`config.mk`:
```
export PLATFORM = sky130hd
export DESIGN_NAME = mix_mul_seq
export DESIGN_NICKNAME = d
export VERILOG_FILES = /design/src/rtl/mix_mul_seq.sv
export SDC_FILE = /design/constraint.sdc
export NUM_CORES = 1
export LEC_CHECK = 0
export ABC_AREA = 1
export CAP_MARGIN = 20
export CORE_ASPECT_RATIO = 0.5
export CORE_MARGIN = 2
export CORE_UTILIZATION = 59
export DETAILED_ROUTE_END_ITERATION = 8
export GPL_ROUTABILITY_DRIVEN = 1
export PLACE_DENSITY = 0.86
export SYNTH_ARGS = -nofsm -noshare
export SYNTH_HDL_FRONTEND = slang
export SYNTH_SLANG_ARGS = --single-unit
```
`constraint.sdc`:
```
create_clock -name clk -period 4.59 [get_ports clk]
set_clock_uncertainty 0.15 [all_clocks]
set_input_delay 0.6885 -clock clk [delete_from_list [all_inputs] [get_ports clk]]
set_output_delay 0.6885 -clock clk [all_outputs]
set_load 0.05 [all_outputs]
```
`src/rtl/mix_mul_seq.sv`:
```
`default_nettype none
// ============================================================================
// Module      : mix_mul_seq
// Description : Sequential sign-magnitude multiplier for the MIX execute unit;
//               retires RADIX_BITS multiplier bits per cycle into a 2W product.
// Revision    : 1.0 - initial parametrised release with busy/abort
// ============================================================================
module mix_mul_seq #(
  parameter int BYTE_BITS  = 6,
  parameter int BYTES      = 5,
  parameter int RADIX_BITS = 1
) (
  input  logic                           clk,
  input  logic                           reset,
  input  logic                           start,
  input  logic                           abort,
  input  logic [BYTE_BITS*BYTES:0]       in1,
  input  logic [BYTE_BITS*BYTES:0]       in2,
  output logic [2*BYTE_BITS*BYTES-1:0]   out,
  output logic                           sign,
  output logic                           stop,
  output logic                           busy
);

  localparam int c_w     = BYTE_BITS * BYTES;
  localparam int c_k     = RADIX_BITS;
  localparam int c_iter  = c_w / c_k;
  localparam int c_cnt_w = (c_iter > 1) ? $clog2(c_iter) : 1;

  generate
    if ((c_w % c_k) != 0) begin : g_bad_radix
      $error("mix_mul_seq: word width must be a multiple of RADIX_BITS");
    end
  endgenerate

  typedef enum logic [1:0] {
    S_IDLE = 2'd0,
    S_RUN  = 2'd1,
    S_DONE = 2'd2
  } state_t;

  state_t               r_state;
  logic [c_w-1:0]       r_m;
  logic [2*c_w-1:0]     r_p;
  logic [c_cnt_w-1:0]   r_cnt;
  logic [2*c_w-1:0]     r_out;
  logic                 r_sign;
  logic                 r_stop;
  logic                 r_busy;

  logic [c_k-1:0]       w_d;
  logic [c_w+c_k-1:0]   w_sum;
  logic [2*c_w-1:0]     w_next;

  // Upper partial sum kept W+K wide so the carry survives the right shift.
  assign w_d   = r_p[c_k-1:0];
  assign w_sum = {{c_k{1'b0}}, r_p[2*c_w-1:c_w]}
               + ({{c_k{1'b0}}, r_m} * {{c_w{1'b0}}, w_d});

  generate
    if (c_k == c_w) begin : g_single_step
      assign w_next = w_sum;
    end else begin : g_multi_step
      assign w_next = {w_sum, r_p[c_w-1:c_k]};
    end
  endgenerate

  always_ff @(posedge clk or negedge reset) begin
    if (!reset) begin
      r_state <= S_IDLE;
      r_m     <= '0;
      r_p     <= '0;
      r_cnt   <= '0;
      r_out   <= '0;
      r_sign  <= 1'b0;
      r_stop  <= 1'b0;
      r_busy  <= 1'b0;
    end else begin
      case (r_state)
        S_IDLE: begin
          r_stop <= 1'b0;
          if (start) begin
            r_m     <= in1[c_w-1:0];
            r_p     <= {{c_w{1'b0}}, in2[c_w-1:0]};
            r_sign  <= in1[c_w] ^ in2[c_w];
            r_cnt   <= c_cnt_w'(c_iter - 1);
            r_busy  <= 1'b1;
            r_state <= S_RUN;
          end
        end
        S_RUN: begin
          if (abort) begin
            r_out   <= '0;
            r_busy  <= 1'b0;
            r_state <= S_IDLE;
          end else begin
            r_p   <= w_next;
            r_cnt <= r_cnt - c_cnt_w'(1);
            if (r_cnt == '0) begin
              r_out   <= w_next;
              r_stop  <= 1'b1;
              r_busy  <= 1'b0;
              r_state <= S_DONE;
            end
          end
        end
        S_DONE: begin
          r_stop  <= 1'b0;
          r_state <= S_IDLE;
        end
        default: begin
          r_stop  <= 1'b0;
          r_busy  <= 1'b0;
          r_state <= S_IDLE;
        end
      endcase
    end
  end

  assign out  = r_out;
  assign sign = r_sign;
  assign stop = r_stop;
  assign busy = r_busy;

endmodule
`default_nettype wire

```
After elaboration in Yosys (flattened, before gate mapping). Cells that the tools add are included.

Register bits: 160. Input port bits: 66. Output and inout port bits: 63. Word-level logic and storage cells: 48.

Add/subtract/negate cells: 2. $mul: 1. Equal/unequal tests: 6. Muxes and demuxes: 19. Bitwise logic cells: 2. Reductions and logical operators: 10.

Operator list (count): 60-bit 2-to-1 mux (4); 60-bit case mux with 2 select lines (1); 30-bit by 31-bit adder with 31-bit output (1); 30-bit by 1-bit multiplier with 31-bit output (1); 5-bit 2-to-1 mux (2); 5-bit case mux with 2 select lines (1); 2-bit AND reduction (4); 1-bit 2-to-1 mux (6); 2-bit 2-to-1 mux (3); 2-bit inequality test (second input constant) (3); 3-bit AND reduction (2); 5-bit logical NOT (1); 5-bit by 1-bit subtractor with 5-bit output (second input constant) (1); 2-bit case mux with 2 select lines (1); 2-bit nonzero test (2); 3-bit inequality test (second input constant) (1); 1-bit case mux with 3 select lines (1); 2-bit by 1-bit == test with 1-bit output (second input constant) (1); 2-bit == test (second input constant) (1); 2-bit logical NOT (1); 1-bit inverter (1); 1-bit bitwise XOR (1).

Longest topological paths before layout. Gate-level depths: netlist of run 1.

Depth in word-level cells: 4. Mapped depth: 15. Mapped depth without buffers: 14.

Worst setup path after synthesis of run 1. Ideal clock, no wire load.

Path type: register -> register. Start point: register r_p[0]. End point: register r_p[59]. Setup time: 0.117 ns. Data arrival time: 2.044 ns. Data required time: 4.323 ns. Path slack: 2.279 ns. Stages on the path, launching flop included: 16. Path buffers: 1. Period minus slack after synthesis: 2.311 ns. Path through: dfrtp_1 -> clkbuf_1 -> nand2_1 -> inv_1 -> ha_1 -> fa_1 -> nand3_1 -> nand3_1 -> nand2_1 -> nand2_1 -> nand2_1 -> nand4_1 -> nand2_1 -> nand2_1 -> nand2_1 -> nand2_1.

Cells in the longest elaborated chain, start to end: 4.

RTL lines: from (decl) (RTL line 44) `logic [2*c_w-1:0] r_p;`; from (signal assigned) (RTL line 84) `r_p <= {{c_w{1'b0}}, in2[c_w-1:0]};`; from (signal assigned) (RTL line 97) `r_p <= w_next;`; 30-bit by 1-bit multiplier with 31-bit output (RTL line 58) `+ ({{c_k{1'b0}}, r_m} * {{c_w{1'b0}}, w_d});`; 30-bit by 31-bit adder with 31-bit output (RTL line 58); 60-bit 2-to-1 mux (RTL line 92) `if (abort) begin`; 60-bit case mux with 2 select lines (RTL line 79) `case (r_state)`.

No other way between the ends. The select of a mux whose other input is x is not followed. A chain may end at the register's enable or synchronous reset.

Worst setup path in the final report of run 1.
Start point: input port start. End point: register r_p[19].

Cells in the longest elaborated chain, start to end: 2.

RTL lines: from (decl) (RTL line 15) `input logic start,`; 2-bit inequality test (no source line); 3-bit AND reduction (no source line).

No other way between the ends.

==> run_results.csv, run 1 <==
group,metric,value,unit
run_status,status,"finished, final reports clean",
final_layout,stdcell_area,0.0107,sq mm
setup_path,crit_top_cell,"inv_2",
setup_path,reg2reg_setup_slack,1.44,ns
sta,tightest_slew,0.932,ns
route,viasPerCell,5.36,
die,initial_utilization,0.599,
logic_synthesis,synth_seq_area_share,0.464,
clock_network,cts.clk_slew.worst_paths,0.07,ns
setup_path,cp.required,4.70,ns
power_and_ir_drop,ir_drop,0.000298,V
route,drt_iter0_markers,813,
setup_path,critPathMaxFanout,61,
min_path,hold_class,"in2async",
sta,setup_ws,1.25,ns
setup_path,arrival,3.46,ns
global_routing,grt_pass1_vias,7656,
final_layout,antenna_cells,0,
sta,hold_viol_final,0,
die,rows,31,
final_layout,fill_cells,1068,
logic_synthesis,yosys_warnings,0,
global_routing,grt_use_total,0.316,
clock_network,clock-root-buffer,"clkbuf_16",
placed_design,placed_cell_area,0.0101,sq mm
setup_path,cp_top_family,"buffers and inverters",
global_routing,grt_antenna_before_repair,0,
power_and_ir_drop,powerDensity,472,mW/mm^2
power_and_ir_drop,leakage,5.79,nW
clock_network,ctsHoldBuffers,0,
logic_synthesis,netlist_area,0.00862,sq mm
clock_network,numCtsBuffers,17,
sta,period_share,0.728,
setup_path,critical_path.endpoint_type,"register",
logic_synthesis,synth.ff_latch_count,160,
sta,grt_setup_unrepaired,"no",
global_routing,overflow,0,
die,coreArea,0.0144,sq mm
setup_path,crit_path_max_incr_delay,0.72,ns
clock_network,cts_max_level,4,
sta,setup_violations,0,
route,vias,8061,
clock_network,clockBufferDepth,2,
logic_synthesis,ys_types,27,
setup_path,crit_path_top_delay_cell,"nor2_4",
final_layout,area_delta_synth_final,23.9,%
die,dieWidth,175,um
setup_path,setup.worst_path.class,"in2reg",
global_routing,grt_first_pass_wirelength,38200,um
power_and_ir_drop,total_power,5.04,mW
route,drc,0,
setup_path,cp-start-kind,"input pin",
final_layout,drive_above_1_share,0.0390,
die,dieArea,0.0157,sq mm
clock_network,post_cts_buffers,0,
global_routing,grt_max_degree,89,
die,num_io_pins,129,
logic_synthesis,synthCells,1179,
die,die_y,89.5,um
route,first_pass_iters,6,
logic_synthesis,avgSynthCellArea,7.31,sq um
placed_design,dp_slack,0.908,ns
final_layout,nNetsFinal,1393,
clock_network,cts_tree,"yes",
setup_path,path_buf_inv,4,
sta,slew_violations,0,
sta,fin_crit,3.34,ns
placed_design,dp_hpwl,16600,um
sta,fin_tns_setup,0,ns
clock_network,ctsResizeCount,0,
route,wl_per_cell,15.6,um
route,wirelength,23500,um
clock_network,cts_num_sinks,160,
logic_synthesis,synth_fp_nets,1278,
sta,max_freq,0.299,GHz
placed_design,io_buffers,128,
setup_path,crit_chain,"clkdlybuf4s50_1 -> nand2_1 -> buf_4 -> inv_2 -> nor2_4 -> inv_2 -> o211ai_1 -> o21ai_0",
sta,max-slew-margin-rel,0.378,
flow_run,drv_cap,0,
clock_network,clock_latency,0.43,ns
placed_design,finalWeightedCongestion,0.913,
route,ant_nets,0,
[synth_stat cells, drive strengths merged]
cell,instances,share of area
a21o,1,0.00087
a21oi,23,0.013
a31oi,1,0.00073
and2,2,0.0015
buf,18,0.0096
clkbuf,21,0.0091
dfrtp,160,0.46
fa,1,0.0023
ha,32,0.046
inv,164,0.071
nand2,496,0.22
nand3,65,0.038
nand3b,6,0.0052
nand4,6,0.0044
nor2,49,0.024
nor3,4,0.0023
o211ai,29,0.025
o21ai,84,0.049
o21bai,2,0.0017
o22ai,1,0.00073
xnor2,10,0.010
xor2,4,0.0041
[cell families (layout without fill, tap and decap cells)]
group,Yosys count,in the layout,synth area share
xor gates and xnor gates,14,14,0.0142
DFF,160,160,0.464
buffers and inverters,203,331,0.0901
and+or+nand+nor,628,628,0.291
adders and majority gates,33,33,0.0488
AOI/OAI and AO/OA,141,141,0.0914
[through the flow]
stage               hold WS (ns)  std cells   util
floorplan                  0.243       1179      -
global placement           0.312       1472  0.699
detailed placement         0.315       1472  0.699
CTS                        0.196       1504  0.741
global route               0.217       1505  0.742
finish                     0.143       1505  0.742
[layout make-up]
| type | count | area [sq um] | share of cell area |
|---|---|---|---|
| clock buffers | 17 | 425 | 0.0398 |
| repair buffers | 135 | 1360 | 0.127 |
| flip-flops and latches | 160 | 4000 | 0.375 |
| inverters | 164 | 616 | 0.0576 |
| multi-input cells | 816 | 3850 | 0.361 |
| well taps | 198 | 248 | 0.0232 |
| clock inverters | 15 | 180 | 0.0169 |
[power by group]
part	internal, mW	switching (mW)
clock	0.822	0.643
sequential	1.68	0.163
combinational	0.587	1.15
[sequential cells by signal, indices dropped and copies added (netlist names)]
register,count
busy,1
out,60
r_cnt,5
r_m,30
r_p,60
r_state,2
sign,1
stop,1
[placed cells by master (no fill, tap or decap), drive strengths merged]
cell / instances
buf: 8
ha: 32
nor3: 4
nand3b: 6
o211ai: 29
a21oi: 23
nor2: 49
xnor2: 10
o21bai: 2
clkinv: 6
o21ai: 84
a21o: 1
a31oi: 1
nand3: 65
xor2: 4
inv: 170
dfrtp: 160
and2: 2
nand4: 6
clkinvlp: 1
clkbuf: 17
bufinv: 2
fa: 1
clkdlybuf4s50: 127
nand2: 496
o22ai: 1
[final timing paths]
kind / start / end / cells past startpoint
max: start / r_p[19] / 8
min: reset / out[5] / 1
max reg2reg: r_state[1] / r_p[19] / 8
min reg2reg: out[38] / out[38] / 2
max in group asynchronous: reset / out[47] / 2
min in group clk: out[38] / out[38] / 2
[routing by layer]
layer  part of all wire  wire [um]  track usage  up-vias
met5                  0          0            0        -
met4              0.017        392        0.104        0
met3              0.085       1990       0.0731       45
met2               0.44      10200        0.502      326
met1               0.46      10900        0.436     3780
li1                   -          -            -     3910
Note: power is estimated with default switching activity, not from simulation.
==> run 2: changes to the inputs <==
--- a/config.mk
+++ b/config.mk
@@ -9,10 +9,10 @@
 export CAP_MARGIN = 20
 export CORE_ASPECT_RATIO = 0.5
 export CORE_MARGIN = 2
-export CORE_UTILIZATION = 59
+export CORE_UTILIZATION = 55
 export DETAILED_ROUTE_END_ITERATION = 8
 export GPL_ROUTABILITY_DRIVEN = 1
-export PLACE_DENSITY = 0.86
+export PLACE_DENSITY = 0.81
 export SYNTH_ARGS = -nofsm -noshare
 export SYNTH_HDL_FRONTEND = slang
 export SYNTH_SLANG_ARGS = --single-unit
==> constraint.sdc (replaced) <==
create_clock -name clk -period 3.4 [get_ports clk]
set_clock_uncertainty 0.15 [all_clocks]
set_input_delay 0.51 -clock clk [delete_from_list [all_inputs] [get_ports clk]]
set_output_delay 0.51 -clock clk [all_outputs]
set_load 0.05 [all_outputs]
==> run_results.csv, run 2 (synthesized netlist as in run 1, its figures left out) <==
group,metric,value,unit
run_status,status,"finished, final reports clean",
power_and_ir_drop,leakage,5.78,nW
global_routing,overflow,0,
setup_path,cp-start-kind,"register",
die,dieWidth,181,um
clock_network,clockBufferDepth,2,
final_layout,multiInputGateArea,0.00385,sq mm
final_layout,antenna_cells,0,
sta,setup_violations,0,
route,drc,0,
die,rows,32,
setup_path,cp.required,3.58,ns
final_layout,fill_cells,1247,
clock_network,post_cts_buffers,0,
setup_path,setup.worst_path.class,"reg2reg",
setup_path,arrival,2.86,ns
setup_path,critical_path.endpoint_type,"register",
global_routing,grt_first_pass_wirelength,38500,um
sta,slew_violations,0,
clock_network,cts.clk_slew.worst_paths,0.07,ns
placed_design,dp_hpwl,16600,um
clock_network,cts_max_level,4,
clock_network,ctsResizeCount,0,
die,initial_utilization,0.561,
min_path,hold_class,"reg2reg",
route,vias,8025,
clock_network,clock-root-buffer,"clkbuf_16",
placed_design,placed_cell_area,0.0101,sq mm
die,die_y,92.5,um
power_and_ir_drop,powerDensity,623,mW/mm^2
route,wirelength,23200,um
global_routing,grt_use_total,0.293,
final_layout,layout_common_cells,"496 x nand2_1, 160 x dfrtp_1, 158 x inv_1, 127 x clkdlybuf4s50_1, 66 x o21ai_1",
power_and_ir_drop,ir_drop,0.000431,V
global_routing,grt_pass1_vias,7787,
sta,fin_crit,2.69,ns
setup_path,critPathMaxFanout,31,
route,wl_per_cell,15.3,um
sta,grt_setup_unrepaired,"no",
die,num_io_pins,129,
sta,max-slew-margin-rel,0.463,
sta,fin_tns_setup,0,ns
final_layout,nNetsFinal,1399,
setup_path,r2r-start,"r_p[0]",
die,coreArea,0.0154,sq mm
clock_network,cts_tree,"yes",
power_and_ir_drop,total_power,6.66,mW
min_path,hold_path_startpoint,"out[40]",
final_layout,area_delta_synth_final,23.8,%
placed_design,finalWeightedCongestion,1.02,
global_routing,grt_max_degree,71,
clock_network,clock_latency,0.43,ns
route,first_pass_iters,5,
route,viasPerCell,5.29,
setup_path,critPathLaunch,"r_p[0]",
placed_design,io_buffers,128,
sta,hold_viol_final,0,
sta,max_freq,0.372,GHz
final_layout,seqCellArea,0.00400,sq mm
final_layout,drive_above_1_share,0.0427,
final_layout,final_common_cell,"nand2_1",
route,drt_iter0_markers,745,
sta,period_share,0.791,
clock_network,numCtsBuffers,17,
die,dieArea,0.0168,sq mm
flow_run,drv_cap,0,
sta,tightest_slew,0.805,ns
clock_network,ctsHoldBuffers,1,
clock_network,cts_num_sinks,160,
final_layout,stdcell_area,0.0107,sq mm
global_routing,grt_antenna_before_repair,0,
route,ant_nets,0,
run 2: final timing paths:
kind	end	slack [ns]	cells past startpoint
worst max-delay path	out[57]	0.71	13
worst min-delay path	out[40]	0.33	2
worst max register to register	out[57]	0.71	13
worst min register to register	out[40]	0.33	2
max in group asynchronous	out[51]	1.79	3
min in group asynchronous	out[3]	0.47	2
run 2: stage by stage:
step                       util  setup slack [ns]  cells  hold slack, ns
after floorplan               -              1.09   1179          0.0644
after global placement    0.658             0.835   1484           0.313
after detailed placement  0.658             0.758   1484           0.316
after CTS                 0.694             0.752   1517           0.334
after global routing      0.694             0.569   1517           0.349
final                     0.694             0.712   1517           0.330
run 2: layer usage:
metal / up-vias / part of all wire / global-route usage
met4: 0 / 0.0082 / 0.0732
met5: - / 0 / 0
met1: 3801 / 0.47 / 0.420
met3: 16 / 0.097 / 0.0716
met2: 289 / 0.42 / 0.450
li1: 3919 / - / -
run 2: layout make-up:
cell class	instances	area share
Clock inverter	15	0.0120
Sequential cell	160	0.375
Clock buffer	17	0.0398
Timing Repair Buffer	141	0.131
Multi-Input combinational cell	816	0.361
Tap cell	204	0.0239
Inverter	164	0.0577
run 2: critical path, stage by stage (launching register included):
cell	delay [ns]
dfrtp_1	0.37
buf_4	0.26
nand2_1	0.10
inv_1	0.04
ha_1	0.21
fa_1	0.45
nand3_1	0.11
nand3_1	0.15
nand3_1	0.11
nand3_1	0.17
nand2_1	0.16
nand3_1	0.12
nand3_1	0.11
nand2_1	0.05
run 2: power breakdown:
| part | switching, mW | internal (mW) |
|---|---|---|
| Sequential | 0.212 | 2.27 |
| Combinational | 1.57 | 0.794 |
| Clock | 0.861 | 0.955 |
| Total | 2.64 | 4.01 |
==> run 3: changes to the inputs <==
--- a/config.mk
+++ b/config.mk
@@ -9,10 +9,10 @@
 export CAP_MARGIN = 20
 export CORE_ASPECT_RATIO = 0.5
 export CORE_MARGIN = 2
-export CORE_UTILIZATION = 55
+export CORE_UTILIZATION = 50
 export DETAILED_ROUTE_END_ITERATION = 8
 export GPL_ROUTABILITY_DRIVEN = 1
-export PLACE_DENSITY = 0.81
+export PLACE_DENSITY = 0.78
 export SYNTH_ARGS = -nofsm -noshare
 export SYNTH_HDL_FRONTEND = slang
 export SYNTH_SLANG_ARGS = --single-unit
==> constraint.sdc (replaced) <==
create_clock -name clk -period 2.2 [get_ports clk]
set_clock_uncertainty 0.15 [all_clocks]
set_input_delay 0.33 -clock clk [delete_from_list [all_inputs] [get_ports clk]]
set_output_delay 0.33 -clock clk [all_outputs]
set_load 0.05 [all_outputs]
==> run_results.csv, run 3 (synthesized netlist as in run 1, its figures left out) <==
group,metric,value,unit
clock_network,cts_max_level,4,
power_and_ir_drop,total_power,12.5,mW
sta,setup_violations,27,
sta,max-slew-margin-rel,0.461,
setup_path,crit_top_cell,"nand2_1",
route,wirelength,25900,um
sta,hold_viol_final,0,
sta,fin_crit,2.27,ns
clock_network,clockBufferDepth,2,
power_and_ir_drop,leakage,6.20,nW
run_status,failed_checks,"setup timing",
route,drt_iter0_markers,593,
final_layout,final_common_cell,"nand2_1",
route,wl_per_cell,16.2,um
setup_path,setup.worst_path.class,"reg2reg",
die,rows,33,
min_path,hold_class,"in2async",
final_layout,area_delta_synth_final,40.8,%
clock_network,cts.clk_slew.worst_paths,0.07,ns
clock_network,clock-root-buffer,"clkbuf_16",
flow_run,drv_cap,0,
global_routing,overflow,0,
global_routing,grt_use_total,0.289,
global_routing,grt_max_degree,62,
final_layout,antenna_cells,0,
placed_design,dp_hpwl,18100,um
power_and_ir_drop,powerDensity,1030,mW/mm^2
final_layout,nNetsFinal,1454,
final_layout,drive_above_1_share,0.194,
final_layout,fill_cells,1277,
setup_path,reg2reg_setup_slack,-0.07,ns
route,first_pass_iters,5,
sta,setup_ws,-0.0746,ns
setup_path,crit_path_max_incr_delay,0.45,ns
die,initial_utilization,0.518,
setup_path,critPathMaxFanout,14,
die,dieArea,0.0184,sq mm
clock_network,numCtsBuffers,17,
run_status,status,"complete, but fails checks",
route,vias,8278,
sta,period_share,1.03,
clock_network,cts_tree,"yes",
setup_path,crit_chain,"clkbuf_16 -> nand2_1 -> inv_1 -> ha_4 -> nand2_2 -> nor2_4 -> nand3_2 -> nand3_4 -> nand2_1 -> nand2_1 -> nand2_1 -> nand3_1 -> nand2_1",
setup_path,crit_path_top_delay_cell,"dfrtp_2",
route,drc,0,
sta,fin_tns_setup,-0.829,ns
sta,tightest_slew,0.807,ns
setup_path,path_buf_inv,2,
placed_design,io_buffers,128,
die,num_io_pins,129,
route,viasPerCell,5.19,
global_routing,grt_pass1_vias,8176,
sta,slew_violations,0,
global_routing,grt_antenna_before_repair,0,
setup_path,cp.required,2.38,ns
die,dieWidth,190,um
power_and_ir_drop,ir_drop,0.000731,V
placed_design,dp_cells,1558,
route,ant_nets,0,
clock_network,cts_num_sinks,160,
sta,grt_setup_unrepaired,"yes",
final_layout,seqCellArea,0.00401,sq mm
final_layout,layout_common_cells,"446 x nand2_1, 159 x dfrtp_1, 148 x inv_1, 127 x clkdlybuf4s50_1, 69 x o21ai_1",
final_layout,layout.cells.non_filler,1595,
placed_design,dp_slack,-0.280,ns
die,die_y,96.9,um
die,coreArea,0.0166,sq mm
sta,max_freq,0.440,GHz
setup_path,cp_top_family,"simple AND/OR/NAND/NOR gates",
final_layout,multiInputGateArea,0.00478,sq mm
placed_design,finalWeightedCongestion,0.931,
clock_network,clock_latency,0.44,ns
setup_path,critical_path.endpoint_type,"register",
global_routing,grt_first_pass_wirelength,41800,um
setup_path,cp-start-kind,"register",
setup_path,arrival,2.45,ns
==> run 3: cell types whose count changed in the layout (fill, tap and decap cells not counted), moves of 16 or more <==
cell,previous run,this run
nand2_1,496,446
buf_4,11,59
nand2_2,0,43
ha_1,32,4
ha_4,0,28
nor2_1,45,21
nand3_1,65,46
nor2_2,1,17
==> run 3: what timing repair did <==
item / CTS / global route
endpoints found under the setup margin: 47 / 52
setup buffers: 0 / 3
hold buffers: 1 / 0
gates resized for setup: 95 / 96
hold endpoints to repair: 43 / 0
gates cloned: 0 / 1
pin swaps: 2 / 20
==> run 3: stage by stage <==
| step | instance area, sq um | hold slack [ns] | utilization |
|---|---|---|---|
| floorplan | 8630 | -0.116 | - |
| CTS | 11700 | 0.256 | 0.704 |
| global route | 12100 | 0.291 | 0.730 |
| finish | 12100 | 0.237 | 0.730 |
| global placement | 10600 | 0.144 | 0.637 |
| detailed placement | 10600 | 0.148 | 0.637 |
==> run 3: final cells by class <==
class | count | share of cell area
clock buffers | 20 | 0.0368
clock inverters | 12 | 0.0102
inverters | 164 | 0.0507
multi-input cells | 816 | 0.393
flip-flops and latches | 160 | 0.330
well taps | 227 | 0.0234
repair buffers | 196 | 0.156
==> run 3: report_power, final <==
| group | internal, mW | leakage, nW | total [mW] | switching [mW] |
|---|---|---|---|---|
| clock | 1.62 | 0.272 | 2.96 | 1.34 |
| sequential | 3.50 | 2.09 | 3.99 | 0.484 |
| combinational | 2.44 | 3.84 | 5.51 | 3.07 |
==> run 3: path summary, 6_finish.rpt <==
path	from	end	cells past startpoint
worst max register to register	r_p[0]	r_p[57]	13
worst min-delay path	reset	out[4]	2
max in group asynchronous	reset	out[8]	3
worst max-delay path	r_p[0]	r_p[57]	13
worst min register to register	out[57]	out[57]	2
min in group clk	in1[25]	r_m[25]	3
==> run 3: layer usage <==
| metal | GRT usage | part of all wire | vias up |
|---|---|---|---|
| met2 | 0.441 | 0.44 | 251 |
| met1 | 0.413 | 0.48 | 3968 |
| met5 | 0 | 0 | - |
| met3 | 0.0722 | 0.071 | 35 |
| li1 | - | - | 4024 |
| met4 | 0.0680 | 0.013 | 0 |
